[src/rtl/remote_cmd_sender.sv]
// Host-side command initiator: sends opcode + 16-bit payload as three UART bytes,
// then waits for a one-byte response and classifies it as ack, nack or timeout.
module remote_cmd_sender #(
    parameter logic [7:0] ACK_BYTE       = 8'hA5,
    parameter int         TIMEOUT_CYCLES = 1000000,
    parameter int         TMR_W          = 20
) (
    input  logic        clk,
    input  logic        rst,
    input  logic        snd_cmd,
    input  logic [7:0]  cmd,
    input  logic [15:0] data,
    output logic        trmt,
    output logic [7:0]  tx_data,
    input  logic        tx_done,
    input  logic        rx_rdy,
    input  logic [7:0]  rx_data,
    output logic        clr_rx_rdy,
    output logic        busy,
    output logic        resp_rdy,
    output logic [7:0]  resp,
    output logic        ack,
    output logic        err
);

    // Handshake: trmt and clr_rx_rdy are single-cycle registered pulses; tx_done and
    // rx_rdy are levels owned by the UART, sampled on the rising edge of clk.
    typedef enum logic [1:0] {
        IDLE      = 2'd0,
        SEND      = 2'd1,
        WAIT_TX   = 2'd2,
        WAIT_RESP = 2'd3
    } state_t;

    localparam logic [TMR_W-1:0] TMR_LAST = TMR_W'(TIMEOUT_CYCLES - 1);

    state_t            state, state_n;
    logic [23:0]       shift_q, shift_n;
    logic [1:0]        cnt_q, cnt_n;
    logic [TMR_W-1:0]  tmr_q, tmr_n;
    logic              skip_q, skip_n;
    logic              trmt_n, clr_n, resp_rdy_n, ack_n, err_n;
    logic [7:0]        resp_n;

    assign tx_data = shift_q[23:16];
    assign busy    = (state != IDLE);

    always_ff @(posedge clk or posedge rst) begin
        if (rst) begin
            state      <= IDLE;
            shift_q    <= '0;
            cnt_q      <= '0;
            tmr_q      <= '0;
            skip_q     <= 1'b0;
            trmt       <= 1'b0;
            clr_rx_rdy <= 1'b0;
            resp_rdy   <= 1'b0;
            resp       <= 8'h00;
            ack        <= 1'b0;
            err        <= 1'b0;
        end else begin
            state      <= state_n;
            shift_q    <= shift_n;
            cnt_q      <= cnt_n;
            tmr_q      <= tmr_n;
            skip_q     <= skip_n;
            trmt       <= trmt_n;
            clr_rx_rdy <= clr_n;
            resp_rdy   <= resp_rdy_n;
            resp       <= resp_n;
            ack        <= ack_n;
            err        <= err_n;
        end
    end

    always_comb begin
        state_n    = state;
        shift_n    = shift_q;
        cnt_n      = cnt_q;
        tmr_n      = tmr_q;
        skip_n     = skip_q;
        trmt_n     = 1'b0;
        clr_n      = 1'b0;
        resp_rdy_n = resp_rdy;
        resp_n     = resp;
        ack_n      = ack;
        err_n      = err;

        case (state)
            IDLE: begin
                if (snd_cmd) begin
                    shift_n    = {cmd, data};
                    cnt_n      = 2'd0;
                    resp_rdy_n = 1'b0;
                    ack_n      = 1'b0;
                    err_n      = 1'b0;
                    // Flush any byte that arrived before this command.
                    clr_n      = rx_rdy;
                    trmt_n     = 1'b1;
                    state_n    = SEND;
                end
            end
            SEND: begin
                skip_n  = 1'b1;
                state_n = WAIT_TX;
            end
            WAIT_TX: begin
                // tx_done still reflects the previous byte on the first cycle here.
                if (skip_q) begin
                    skip_n = 1'b0;
                end else if (tx_done) begin
                    if (cnt_q == 2'd2) begin
                        tmr_n   = '0;
                        state_n = WAIT_RESP;
                    end else begin
                        cnt_n   = cnt_q + 2'd1;
                        shift_n = {shift_q[15:0], 8'h00};
                        trmt_n  = 1'b1;
                        state_n = SEND;
                    end
                end
            end
            WAIT_RESP: begin
                tmr_n = tmr_q + 1'b1;
                if (rx_rdy) begin
                    resp_n     = rx_data;
                    clr_n      = 1'b1;
                    ack_n      = (rx_data == ACK_BYTE);
                    err_n      = (rx_data != ACK_BYTE);
                    resp_rdy_n = 1'b1;
                    state_n    = IDLE;
                end else if (tmr_q == TMR_LAST) begin
                    resp_n     = 8'h00;
                    ack_n      = 1'b0;
                    err_n      = 1'b1;
                    resp_rdy_n = 1'b1;
                    state_n    = IDLE;
                end
            end
            default: state_n = IDLE;
        endcase
    end

endmodule

[config.mk]
export PLATFORM = sky130hd
export DESIGN_NAME = remote_cmd_sender
export DESIGN_NICKNAME = d
export VERILOG_FILES = /design/src/rtl/remote_cmd_sender.sv
export SDC_FILE = /design/constraint.sdc
export NUM_CORES = 1
export LEC_CHECK = 0
export ABC_AREA = 1
export ABC_CLOCK_PERIOD_IN_PS = 4300
export CORE_MARGIN = 5
export CORE_UTILIZATION = 55
export CTS_CLUSTER_DIAMETER = 30
export DETAILED_ROUTE_END_ITERATION = 10
export GPL_TIMING_DRIVEN = 0
export PLACE_DENSITY = 0.83
export SETUP_SLACK_MARGIN = 0.2
export SLEW_MARGIN = 15
export SYNTH_ARGS = -nofsm -noshare
export SYNTH_HDL_FRONTEND = slang
export SYNTH_SLANG_ARGS = --single-unit
[constraint.sdc]
create_clock -name clk -period 4.3 [get_ports clk]
set_clock_uncertainty 0.1 [all_clocks]
set_input_delay 0.43 -clock clk [delete_from_list [all_inputs] [get_ports clk]]
set_output_delay 0.43 -clock clk [all_outputs]
set_load 0.02 [all_outputs]
==> impl_metrics.env <==
export IMPL_use_met2=0.362
export IMPL_drt_total_wl_um=7770
export IMPL_antenna_found_initial=0
export IMPL_diodes=0
export IMPL_cts_tree="done"
export IMPL_ff2ff_path_depth=8
export IMPL_nFillCells=487
export IMPL_cpLargestDelayFamily="buffers and inverters"
export IMPL_r2r_end="shift_q[12]"
export IMPL_port_buffers=58
export IMPL_post_cts_buffers=0
export IMPL_vias=2993
export IMPL_hold_buffers=0
export IMPL_critical_path_buf_inv_count=3
export IMPL_grt_pass1_vias=2914
export IMPL_cp_start_kind="flip-flop"
export IMPL_dpl_hpwl_um=5730
export IMPL_p_seq_frac=0.372
export IMPL_use_met1=0.289
export IMPL_final_cell_mix="nand2_1 (116), dfrtp_1 (62), nor2_1 (59)"
export IMPL_worstSetupPathType="reg -> out"
export IMPL_power_density_nw_per_um2=598
export IMPL_slowest_delay_ns=0.62
export IMPL_die_area_um2=7520
export IMPL_syn_area_per_cell_um2=7.68
export IMPL_drcViolationCount=0
export IMPL_required_ns=3.77
export IMPL_grtUsageTotal=0.225
export IMPL_nets=534
export IMPL_grt_setup_unrepaired="false"
export IMPL_cts_resized=0
export IMPL_first_iter_violations=177
export IMPL_setup_viol=0
export IMPL_die_y_um=86.7
export IMPL_cts_made_buffers=9
export IMPL_finalSetupTns_ns=0
export IMPL_ys_warn_count=0
export IMPL_power_frac_clock=0.183
export IMPL_hold_depth=2
export IMPL_ys_seq_area_frac=0.479
export IMPL_ys_seq_elements=62
export IMPL_core_area_um2=5820
export IMPL_switching_share=0.396
export IMPL_worstHoldEndpoint="resp[7]"
export IMPL_first_pass_iters=5
export IMPL_period_share=0.541
export IMPL_use_met3=0.0618
export IMPL_top_usage_layer="met2"
export IMPL_synth_nets=465
export IMPL_tightest_slew_ns=0.752
export IMPL_reg2reg_slack_ns=2.27
export IMPL_syn_area_um2=3240
export IMPL_grt_pass1_wl_um=13300
export IMPL_grt_max_degree=63
export IMPL_p_leak_nw=1.83
export IMPL_cts_root_buf="clkbuf_8"
export IMPL_cap_violations=0
export IMPL_area_delta_synth_final_pct=25.9
export IMPL_grt_overflow=0
export IMPL_die_w_um=86.7
export IMPL_initial_utilization=0.557
export IMPL_final_common_cell="nand2_1"
export IMPL_ioPinCount=59
export IMPL_gp_congestion=0.910
export IMPL_path_cells="inv_1, ha_1, inv_1, clkdlybuf4s50_1"
export IMPL_synth_top_area_frac=0.479
export IMPL_path_clk_slew_ns=0.06
export IMPL_layout_drive_gt1_share=0.0953
export IMPL_routedWlPerCell_um=13.7
export IMPL_finalPower_w=0.00244
export IMPL_r2r_start="state[0]"
export IMPL_hold_path_class="reg -> reg"
export IMPL_synth_area_leader_cell="dfrtp_1"
export IMPL_htree_num_levels=3
export IMPL_p_switching_w=0.000966
export IMPL_final_max_slew_viol_count=0
export IMPL_layout_min_cycle_time_ns=2.33
export IMPL_clock_path_buffers=2
export IMPL_vias_per_cell=5.27
export IMPL_cp_common_cell="inv_1"
export IMPL_synth_area_top_cells="dfrtp_1 (48%), nand2_1 (13%), nor2_1 (6.8%)"
export IMPL_cp_slowest_cell="clkdlybuf4s50_1"
export IMPL_clk_latency_ns=0.34
export IMPL_syn_inst=422
export IMPL_finalHoldViolations=0
export IMPL_power_frac_comb=0.445
export IMPL_path_max_fanout=4
export IMPL_row_count=28
export IMPL_fmax_ghz=0.430
export IMPL_ant_nets=0
export IMPL_hold_path_startpoint="resp[7]"
export IMPL_ir_drop_mv=0.354
export IMPL_cp_end_kind="output pin"
export IMPL_p_int_w=0.00147
export IMPL_crit_arrival_ns=1.80
export IMPL_numClockSinks=62
export IMPL_slew_headroom=0.499
export IMPL_status="complete, no violations"
export IMPL_synthDistinctLibCells=33
per-layer routing:
layer / vias to the layer above / wire length, um
met5: - / 0
met4: 0 / 147
met3: 16 / 357
met2: 68 / 3930
met1: 1421 / 3330
li1: 1488 / -
sequential cells by signal, indices dropped and copies added, names as in the netlist:
signal	flops
ack	1
clr_rx_rdy	1
cnt_q	2
err	1
resp	8
resp_rdy	1
shift_q	24
skip_q	1
state	2
tmr_q	20
trmt	1
how the worst max path moves through the flow:
| stage | from | endpoint | slack [ns] | cells after the start |
|---|---|---|---|---|
| detailed placement | tx_done | shift_q[12] | 2.05 | 8 |
| global route | state[1] | busy | 1.83 | 4 |
| CTS | state[1] | busy | 1.97 | 4 |
| finish | state[1] | busy | 1.97 | 4 |
| global placement | rst | resp[1] | 1.15 | 2 |
| floorplan | rst | ack | 2.23 | 1 |
cells in the mapped netlist (all sizes together):
cell type	number
a211oi	1
a21oi	10
a31oi	16
buf	17
clkbuf	5
clkinv	1
dfrtp	62
ha	6
inv	40
nand2	118
nand3	32
nand3b	1
nand4	5
nor2	62
nor3	10
nor3b	2
o21a	1
o21ai	28
o21bai	1
o41ai	1
or2	3
worst reg2reg max path: cells and delay by family, from the launching register on:
family                     cells  cell delay, ns
adders and majority gates      1            0.32
and+or+nand+nor                2            0.18
buffers and inverters          2            0.35
AOI/OAI and AO/OA              3            0.61
DFF                            1            0.40
kinds of logic after synthesis:
kind of cell	after synthesis	synth area share
buffers and inverters	63	0.0884
AND/OR/NAND/NOR	233	0.304
AO/OA/AOI/OAI	58	0.105
adder cells (fa/ha/maj)	6	0.0232
flip-flops	62	0.479
area by class of cell:
type,count,area [um2],share of cell area
timing repair buffer,58,581,0.142
tap,75,93.8,0.0230
inverter,41,156,0.0384
multi-input combinational,297,1400,0.344
clock buffer,11,151,0.0371
clock inverter,2,10.0,0.00245
buffer,22,133,0.0325
sequential,62,1550,0.380
through the flow:
stage               setup slack [ns]  cells  hold slack [ns]   util  area [um2]
floorplan                       2.23    422            0.391      -        3240
global placement                1.15    555            0.355  0.673        3910
detailed placement              2.05    555            0.362  0.673        3920
CTS                             1.97    568            0.380  0.701        4080
global route                    1.83    568            0.402  0.701        4080
finish                          1.97    568            0.375  0.701        4080
power groups by stage:
stage	logic [W]	clock network, W	registers [W]
global placement	0.00105	0	0.000907
floorplan	0.000671	0	0.000938
CTS	0.00109	0.000453	0.000907
finish	0.00109	0.000445	0.000907
detailed placement	0.00109	0	0.000917
global route	0.00120	0.000480	0.000935
No activity file was read; power rests on OpenSTA's default activity.
